[config.mk]
export PLATFORM = sky130hd
export DESIGN_NAME = instr_issue
export DESIGN_NICKNAME = d
export VERILOG_FILES = /design/src/rtl/instr_issue.sv
export SDC_FILE = /design/constraint.sdc
export NUM_CORES = 1
export LEC_CHECK = 0
export BUFFER_PORTS_ARGS = -buffer_cell sky130_fd_sc_hd__clkbuf_2
export CORE_UTILIZATION = 35
export DETAILED_ROUTE_END_ITERATION = 7
export HOLD_SLACK_MARGIN = 0.08
export SYNTH_ARGS = -nofsm -noshare
export SYNTH_HDL_FRONTEND = slang
export SYNTH_SLANG_ARGS = --single-unit
[constraint.sdc]
create_clock -name clk -period 2.6 [get_ports clk]
set_input_delay 0.26 -clock clk [delete_from_list [all_inputs] [get_ports clk]]
set_output_delay 0.26 -clock clk [all_outputs]
set_load 0.02 [all_outputs]
[src/rtl/instr_issue.sv]
// rtl/instr_issue.sv - 4-entry instruction issue FIFO with RUN/HALTED control
// Optional issue counter enabled by defining ISSUE_CNT_EN.
module instr_issue (
  input  logic        clk,
  input  logic        rst_n,
  input  logic        in_valid,
  input  logic [15:0] in_data,
  output logic        in_ready,
  output logic [4:0]  opcode,
  output logic [1:0]  op_ext,
  output logic        issue_valid,
  input  logic        issue_ready,
  input  logic        halt_in,
  input  logic        flush,
  input  logic        resume,
  output logic        halted,
  output logic [15:0] issue_cnt
);

  localparam logic RUN    = 1'b0;
  localparam logic HALTED = 1'b1;

  logic [6:0] mem [4];
  logic [1:0] rd_ptr;
  logic [1:0] wr_ptr;
  logic [2:0] count;
  logic       state;
  logic       full;
  logic       push;
  logic       pop;
  logic       unused_in_bits;

  // Only opcode and op_ext leave this block; the operand field is not stored.
  assign unused_in_bits = ^in_data[10:2];

  assign full        = (count == 3'd4);
  assign in_ready    = !full && !flush;
  assign issue_valid = (count != 3'd0) && (state == RUN) && !flush;
  assign push        = in_valid && in_ready;
  assign pop         = issue_valid && issue_ready;
  assign halted      = (state == HALTED);

  assign opcode = issue_valid ? mem[rd_ptr][6:2] : 5'd0;
  assign op_ext = issue_valid ? mem[rd_ptr][1:0] : 2'd0;

  always_ff @(posedge clk) begin
    if (push) begin
      mem[wr_ptr] <= {in_data[15:11], in_data[1:0]};
    end
  end

  always_ff @(posedge clk or negedge rst_n) begin
    if (!rst_n) begin
      rd_ptr <= 2'd0;
      wr_ptr <= 2'd0;
      count  <= 3'd0;
      state  <= RUN;
    end else if (flush) begin
      rd_ptr <= 2'd0;
      wr_ptr <= 2'd0;
      count  <= 3'd0;
    end else begin
      if (push) begin
        wr_ptr <= wr_ptr + 2'd1;
      end
      if (pop) begin
        rd_ptr <= rd_ptr + 2'd1;
      end
      case ({push, pop})
        2'b10:   count <= count + 3'd1;
        2'b01:   count <= count - 3'd1;
        default: count <= count;
      endcase
      // A pop is only possible in RUN, so the two transitions never collide.
      if (state == RUN) begin
        if (pop && halt_in) begin
          state <= HALTED;
        end
      end else if (resume) begin
        state <= RUN;
      end
    end
  end

`ifdef ISSUE_CNT_EN
  logic [15:0] cnt_q;

  always_ff @(posedge clk or negedge rst_n) begin
    if (!rst_n) begin
      cnt_q <= 16'd0;
    end else if (pop) begin
      cnt_q <= cnt_q + 16'd1;
    end
  end

  assign issue_cnt = cnt_q;
`else
  assign issue_cnt = 16'd0;
`endif

endmodule
# Word-level counts from Yosys, hierarchy flattened
# Memories as Yosys holds them, arrays and structs flattened.
# Index checks and enable logic that the tools add are counted.
[op_classes]
reduce_logical = 12
n_bitwise = 1
eq_ne = 3
n_addsub = 4
n_mux = 13
[op_table]
columns = ["op", "count"]
rows = [
  ["2-to-1 mux 2 bit", 5],
  ["logical AND 1 bit", 6],
  ["case mux 3 bit (2 select lines)", 1],
  ["nonzero test 3 bit", 2],
  ["2-to-1 mux 1 bit", 5],
  ["2-to-1 mux 5 bit", 1],
  ["adder 2 x 1 -> 2 bit, second input constant", 2],
  ["nonzero test 2 bit", 2],
  ["adder 3 x 1 -> 3 bit, second input constant", 1],
  ["equality test 3 bit, second input constant", 1],
  ["2-to-1 mux 3 bit", 1],
  ["subtractor 3 x 1 -> 3 bit, second input constant", 1],
  ["equality test 2 x 1 -> 1 bit, second input constant", 1],
  ["equality test 2 bit, second input constant", 1],
  ["logical NOT 1 bit", 2],
  ["inverter 1 bit", 1],
]
[totals]
out_inout_bits = 26
regBits = 8
ram_bits = 28
n_memories = 1
[mem_list]
columns = ["name", "depth", "width", "read_ports", "rd_clocked_by_memory_dff", "wr", "line", "source"]
rows = [
  ["mem", 4, 7, 1, 0, 1, "23", "logic [6:0] mem [4];"],
]

# Depth between registers and ports, before layout
# Gate-level depths: netlist (run 1).
[depth]
word_depth = 7
depth_mapped = 8

# Worst setup path after synthesis (run 1)
# No wires, ideal clock.
[synth_path]
path_type = "flip-flop to flip-flop"
startpoint = "register count[2]"
endpoint = "register count[2]"
setup_ps = 78
n_path_buf = 0
path_slack_ps = 297
arrival_time_ps = 2225
stages_incl_launch_ff = 9
path_cell_list = "dfrtp_1 > or3_1 > nand2_1 > nor3_1 > fa_1 > or3_2 > o21ai_0 > a2bb2oi_1 > a21oi_1"
[synth_between]
elab_chain_len = 7
[synth_lines]
columns = ["element", "line", "source"]
rows = [
  ["start, declared", "26", "logic [2:0] count;"],
  ["start signal, assigned", "70", "2'b10: count <= count + 3'd1;"],
  ["start signal, assigned", "71", "2'b01: count <= count - 3'd1;"],
  ["start signal, assigned", "72", "default: count <= count;"],
  ["equality test 3 bit or nonzero test 3 bit (tied branches)", "36, 38", ""],
  ["logical NOT 1 bit or logical AND 1 bit (tied branches)", "37, 38", ""],
  ["logical AND 1 bit, on equally long branches", "37, 38", ""],
  ["logical AND 1 bit, on equally long branches", "39, 40", ""],
  ["equality test 2 x 1 -> 1 bit or equality test 2 bit (tied branches)", "69", "case ({push, pop})"],
  ["case mux 3 bit (2 select lines)", "69", ""],
  ["2-to-1 mux 3 bit", "58", "end else if (flush) begin"],
]
# Parallel ways exist; a longest one is shown, timed or not.
# A chain may end at the register's enable or synchronous reset.

# Final worst setup path (run 1)
[layout_path]
startpoint = "register count[1]"
endpoint = "register count[2]"
# Same word-level chain as after synthesis.

==> results of run 1 <==
[flip-flops by register name, indices dropped and copies added, names as in the netlist]
signal,flops
count,3
halted,1
mem,28
wr_ptr,2
rd_ptr,2
[cells by family after synthesis]
logic type                 after synthesis
DFF                                     36
AOI/OAI and AO/OA                       11
adders and majority gates                5
xor gates and xnor gates                 4
buffers and inverters                   25
other                                    1
muxes                                    8
and+or+nand+nor                         38
[repair_timing]
| item | CTS | global route |
|---|---|---|
| hold endpoints to repair | 8 | 0 |
| gates resized for setup | 0 | 0 |
| setup endpoints to repair | 0 | 0 |
| hold buffers | 1 | 0 |
[per-layer routing]
layer  track usage  vias up
met3        0.0456        7
met5             0        -
met1         0.149      482
met4        0.0392        0
li1              -      481
met2         0.211       38
[report_power, final]
group / total, W / switching [W] / internal, W
combinational: 0.000301 / 0.000167 / 0.000133
clock: 0.000384 / 0.000198 / 0.000186
sequential: 0.000700 / 0.0000412 / 0.000659
[final cells by class]
cell class / instances / area, µm²
clock inverter: 3 / 18.8
tap: 67 / 83.8
multi-input combinational: 82 / 621
clock buffer: 5 / 68.8
timing repair buffer: 27 / 148
inverter: 4 / 15.0
fill: 458 / 2790
sequential: 36 / 1040
[metrics by stage]
step,instances,utilization
3_5_place_dp,215,0.397
2_1_floorplan,143,-
3_3_place_gp,215,0.397
6_report,224,0.417
4_1_cts,224,0.417
5_1_grt,224,0.417
[cell usage after synthesis]
| library cell | count |
|---|---|
| and2_2 | 4 |
| mux4_2 | 7 |
| fa_1 | 1 |
| dfrtp_1 | 8 |
| edfxtp_1 | 28 |
| o21ai_0 | 2 |
| nor3_1 | 2 |
| and3b_1 | 1 |
| buf_1 | 1 |
| or3_1 | 2 |
| mux2_2 | 1 |
| buf_2 | 1 |
| nand3_1 | 2 |
| o311ai_0 | 1 |
| nand2b_1 | 2 |
| nor2_1 | 6 |
| or3b_1 | 1 |
| o211ai_1 | 1 |
| xnor2_1 | 2 |
| o31ai_1 | 1 |
| buf_6 | 1 |
| conb_1 | 1 |
| a21oi_1 | 3 |
| o221ai_1 | 1 |
| nand2_1 | 7 |
| xor2_1 | 2 |
| ha_1 | 4 |
| buf_4 | 16 |
| a2bb2oi_1 | 1 |
| a22o_1 | 1 |
| nor2b_1 | 10 |
| or3_2 | 1 |
| inv_1 | 4 |
| clkbuf_1 | 2 |
[how the worst max path moves through the flow]
stage          startpoint        to  slack [ps]  depth (start not counted)
2_1_floorplan    count[2]  count[2]         300                          8
3_3_place_gp     count[1]  count[2]         270                          8
3_5_place_dp     count[1]  count[2]         230                          8
4_1_cts          count[1]  count[2]         210                          8
5_1_grt          count[1]  count[2]         100                          8
6_report         count[1]  count[2]         230                          8
==> flow_summary.json, run 1 <==
{
  "outcome": "completed",
  "yosys.area.top_type": "edfxtp_1",
  "pwr_density_cell_nw_per_um2": 694,
  "drc_errors": 0,
  "total_power_w": 0.00139,
  "cts.sinks": 36,
  "holdCritStartpoint": "in_data[12]",
  "synth_compound_area_frac": 0.0425,
  "die_h_um": 73.1,
  "grt_max_degree": 15,
  "cp_top_family": "simple AND/OR/NAND/NOR gates",
  "hold_viol": 0,
  "cts_setup_buffers": 0,
  "rsz0062_at_grt": "no",
  "crit_buf_inv": 0,
  "die-area_um2": 5340,
  "synth_area_leaders": "edfxtp_1 48%, dfrtp_1 11%, mux4_2 8.9%, buf_4 6.8%, nor2b_1 3.5%",
  "pre_cts_ws_ps": 232,
  "critPathSlowestCell": "or3_2",
  "cts_buffer_depth": 2,
  "worst_pin_slew_ps": 547,
  "crit_fanout": 6,
  "drive_gt1_frac": 0.299,
  "cts.clk_slew.worst_paths_ps": 70,
  "final-setup-viol-count": 0,
  "avgViaCountPerCell": 4.50,
  "topRoutingLayerUsed": "met4",
  "r2r_cells": 8,
  "antenna_found_initial": 0,
  "ys_seq_elements": 36,
  "fmax_mhz": 422,
  "fp.coreArea_um2": 4790,
  "synthSimpleGateAreaFrac": 0.120,
  "critical_path_arrival_ps": 2580,
  "overflow": 0,
  "cts_buffers": 5,
  "finalInstanceArea_um2": 2000,
  "path_cells": "or3_1, nand2_1, nor3_1, fa_1, or3_2, o21ai_0, a2bb2oi_1, a21oi_1",
  "holdPathEnd": "mem[0][3]",
  "yosysTopAreaCellShare": 0.476,
  "slew_headroom": 0.635,
  "hold_slack_ps": 191,
  "p_leak_nw": 0.789,
  "synth_top_family_by_area": "simple AND/OR/NAND/NOR gates",
  "ant_nets": 0,
  "synth_cells": 128,
  "drv_cap": 0,
  "path_class": "register to register",
  "synthDistinctLibCells": 34,
  "hp-class": "input port to register",
  "dpl_cell_area_um2": 1900,
  "clk_latency_ps": 290,
  "hold_depth": 1,
  "slowest_delay_ps": 480,
  "finalSetupTns_ps": 0,
  "routed_wl_um": 3020,
  "drt_iter0_markers": 56,
  "wl_met1_um": 1310,
  "first_global_vias": 966,
  "most-common-layout-cells": "28 x edfxtp_1, 23 x clkbuf_2, 16 x conb_1",
  "route.met3.wl_um": 174,
  "antenna_cells": 0,
  "reg2reg_to": "count[2]",
  "htree_levels": 2,
  "wl_per_cell_um": 13.5,
  "layout.nets": 184,
  "yosys_warnings": 0,
  "synth_area_um2": 1770,
  "rows": 25,
  "track_usage": 0.125,
  "die_w_um": 73.1,
  "post-route-period-util": 0.912,
  "synth_area_per_cell_um2": 13.8,
  "cts_root_buf": "clkbuf_8",
  "grt_pass1_wl_um": 4750,
  "peakVddDrop_mv": 0.210,
  "regToRegStartpoint": "count[1]",
  "end_kind": "register",
  "num_io_pins": 49,
  "gp_congestion": 0.835,
  "required_ps": 2810,
  "yosys.area_share.adder": 0.0396,
  "startpoint_type": "register",
  "cts_tree": "built",
  "hpwlAfterDp_um": 2220,
  "period_minus_slack_ps": 2370,
  "maxSlewViolCount": 0,
  "start_util": 0.369,
  "layout_commonest_cell": "edfxtp_1",
  "port_buffers": 23,
  "wl_met2_um": 1500,
  "drt_pass1_iterations": 4,
  "fin_ws_ps": 229,
  "synth_xor_xnor_area_share": 0.0198,
  "vias": 1008,
  "syn2layout_area_growth_pct": 12.9,
  "seq_area_frac_synth": 0.589,
  "ff2ff_setup_slack_ps": 230,
  "finClkSkew_ps": 6.26,
  "synth.area.mux_share": 0.0955
}
(Power assumes the default switching activity.)
==> run 2: changes to the inputs <==
--- a/config.mk
+++ b/config.mk
@@ -6,6 +6,7 @@
 export NUM_CORES = 1
 export LEC_CHECK = 0
 export BUFFER_PORTS_ARGS = -buffer_cell sky130_fd_sc_hd__clkbuf_2
+export CORE_ASPECT_RATIO = 0.9
 export CORE_UTILIZATION = 35
 export DETAILED_ROUTE_END_ITERATION = 7
 export HOLD_SLACK_MARGIN = 0.08
==> constraint.sdc (replaced) <==
create_clock -name clk -period 3 [get_ports clk]
set_input_delay 0.3 -clock clk [delete_from_list [all_inputs] [get_ports clk]]
set_output_delay 0.3 -clock clk [all_outputs]
set_load 0.02 [all_outputs]
==> run 2 against run 1 <==
  * Cell count shrank 2.2%
  * Routed wire length shrank 4.5%
  * Total power shrank 8.6%
  * Cell area shrank 0.25%
  * Largest cell class unchanged
==> flow_summary.json, run 2 (synthesized netlist as in run 1, its figures left out) <==
{
  "outcome": "completed",
  "cts_buffers": 5,
  "cts.sinks": 36,
  "layout_commonest_cell": "edfxtp_1",
  "hp-class": "input port to register",
  "cts_root_buf": "clkbuf_8",
  "syn2layout_area_growth_pct": 12.6,
  "finClkSkew_ps": 3.29,
  "gp_congestion": 0.797,
  "vias": 995,
  "pwr-share-comb": 0.195,
  "fp.coreArea_um2": 4860,
  "maxSlewViolCount": 0,
  "drt_iter0_markers": 40,
  "fmax_mhz": 389,
  "ant_nets": 0,
  "wl_met1_um": 1260,
  "crit_buf_inv": 0,
  "crit_fanout": 8,
  "rows": 24,
  "finalSetupTns_ps": 0,
  "required_ps": 3200,
  "total_power_w": 0.00127,
  "die-area_um2": 5340,
  "die_w_um": 76.9,
  "htree_levels": 2,
  "overflow": 0,
  "dpl.cell_count": 210,
  "topRoutingLayerUsed": "met4",
  "avgViaCountPerCell": 4.54,
  "track_usage": 0.115,
  "path_cells": "or3_1, nand2_1, nor3_1, fa_1, or3_2, o21ai_0, a2bb2oi_1, a21oi_1",
  "netSwitchingPower_w": 0.000339,
  "most-common-layout-cells": "28 x edfxtp_1, 23 x clkbuf_2, 16 x conb_1",
  "cp_top_family": "simple AND/OR/NAND/NOR gates",
  "drive_gt1_frac": 0.279,
  "end_kind": "register",
  "peakVddDrop_mv": 0.213,
  "pwr_density_cell_nw_per_um2": 636,
  "start_util": 0.363,
  "critical_path_arrival_ps": 2770,
  "num_io_pins": 49,
  "switching_share": 0.268,
  "post-route-period-util": 0.858,
  "cts.clk_slew.worst_paths_ps": 70,
  "grt_pass1_wl_um": 4580,
  "drt_pass1_iterations": 4,
  "drc_errors": 0,
  "cts_buffer_depth": 2,
  "instances_no_fill": 219,
  "antenna_cells": 0,
  "first_global_vias": 950,
  "slowest_delay_ps": 480,
  "startpoint_type": "register",
  "regMostFlops": "mem",
  "die_h_um": 69.4,
  "drv_cap": 0,
  "hold_slack_ps": 244,
  "critPathSlowestCell": "or3_2",
  "hpwlAfterDp_um": 2060,
  "reg_top3": "mem x28, count x3",
  "port_buffers": 23,
  "antenna_found_initial": 0,
  "worst_pin_slew_ps": 542,
  "internal_power_w": 0.000926,
  "final-setup-viol-count": 0,
  "routed_wl_um": 2890,
  "period_minus_slack_ps": 2570,
  "power.share.clock": 0.321,
  "fill_cells": 467,
  "final_core_util": 0.409,
  "seqPwrFrac": 0.484,
  "slew_headroom": 0.639,
  "wl_per_cell_um": 13.2,
  "wl_met2_um": 1530,
  "clk_latency_ps": 270,
  "route.met3.wl_um": 91,
  "path_class": "register to register",
  "largest_reg_flops": 28,
  "layout.nets": 181,
  "grt_max_degree": 15,
  "p_leak_nw": 0.782,
  "hold_viol": 0,
  "cts_tree": "built",
  "rsz0062_at_grt": "no"
}
==> run 2: cell type report <==
cell class / instances / area [µm²] / share of cell area
Multi-Input combinational cell: 82 / 621 / 0.312
Sequential cell: 36 / 1040 / 0.523
Clock buffer: 6 / 72.6 / 0.0365
Clock inverter: 2 / 35.0 / 0.0176
Timing Repair Buffer: 24 / 125 / 0.0629
Tap cell: 65 / 81.3 / 0.0409
Inverter: 4 / 15.0 / 0.00754
==> run 2: worst reg2reg max path, cell delays in order (launching register included) <==
cell and delay [ps]:
dfrtp_1 450, or3_1 430, nand2_1 180, nor3_1 90, fa_1 430, or3_2 480
o21ai_0 190, a2bb2oi_1 80, a21oi_1 170
==> run 2: layer usage <==
layer,GRT usage,vias to the layer above
li1,-,475
met1,0.146,494
met2,0.189,24
met3,0.0342,2
met4,0.0321,0
met5,0,-
==> run 2: power groups by stage <==
stage | registers [W] | logic, W | clock network [W]
6_report | 0.000612 | 0.000247 | 0.000406
5_1_grt | 0.000619 | 0.000269 | 0.000438
4_1_cts | 0.000613 | 0.000249 | 0.000414
3_5_place_dp | 0.000624 | 0.000248 | 0
3_3_place_gp | 0.000621 | 0.000238 | 0
2_1_floorplan | 0.000603 | 0.000216 | 0
==> run 2: final timing paths <==
kind / cells after the start / slack (ps) / endpoint / startpoint
max reg2reg: 8 / 430 / count[2] / count[2]
max: 8 / 430 / count[2] / count[2]
max in group asynchronous: 2 / 2410 / rd_ptr[0] / rst_n
min reg2reg: 1 / 570 / halted / halted
min: 1 / 240 / mem[0][3] / in_data[12]
min in group asynchronous: 2 / 400 / count[0] / rst_n
==> run 2: through the flow <==
stage | setup WS, ps | area [µm²]
6_report | 426 | 1990
5_1_grt | 276 | 1990
4_1_cts | 457 | 1990
3_5_place_dp | 473 | 1870
3_3_place_gp | 569 | 1870
2_1_floorplan | 697 | 1820
==> run 2: repair_timing <==
action	4_1_cts	5_1_grt
resized for setup	0	0
endpoints found under the hold margin	8	0
setup buffers	0	0
hold buffers	1	0
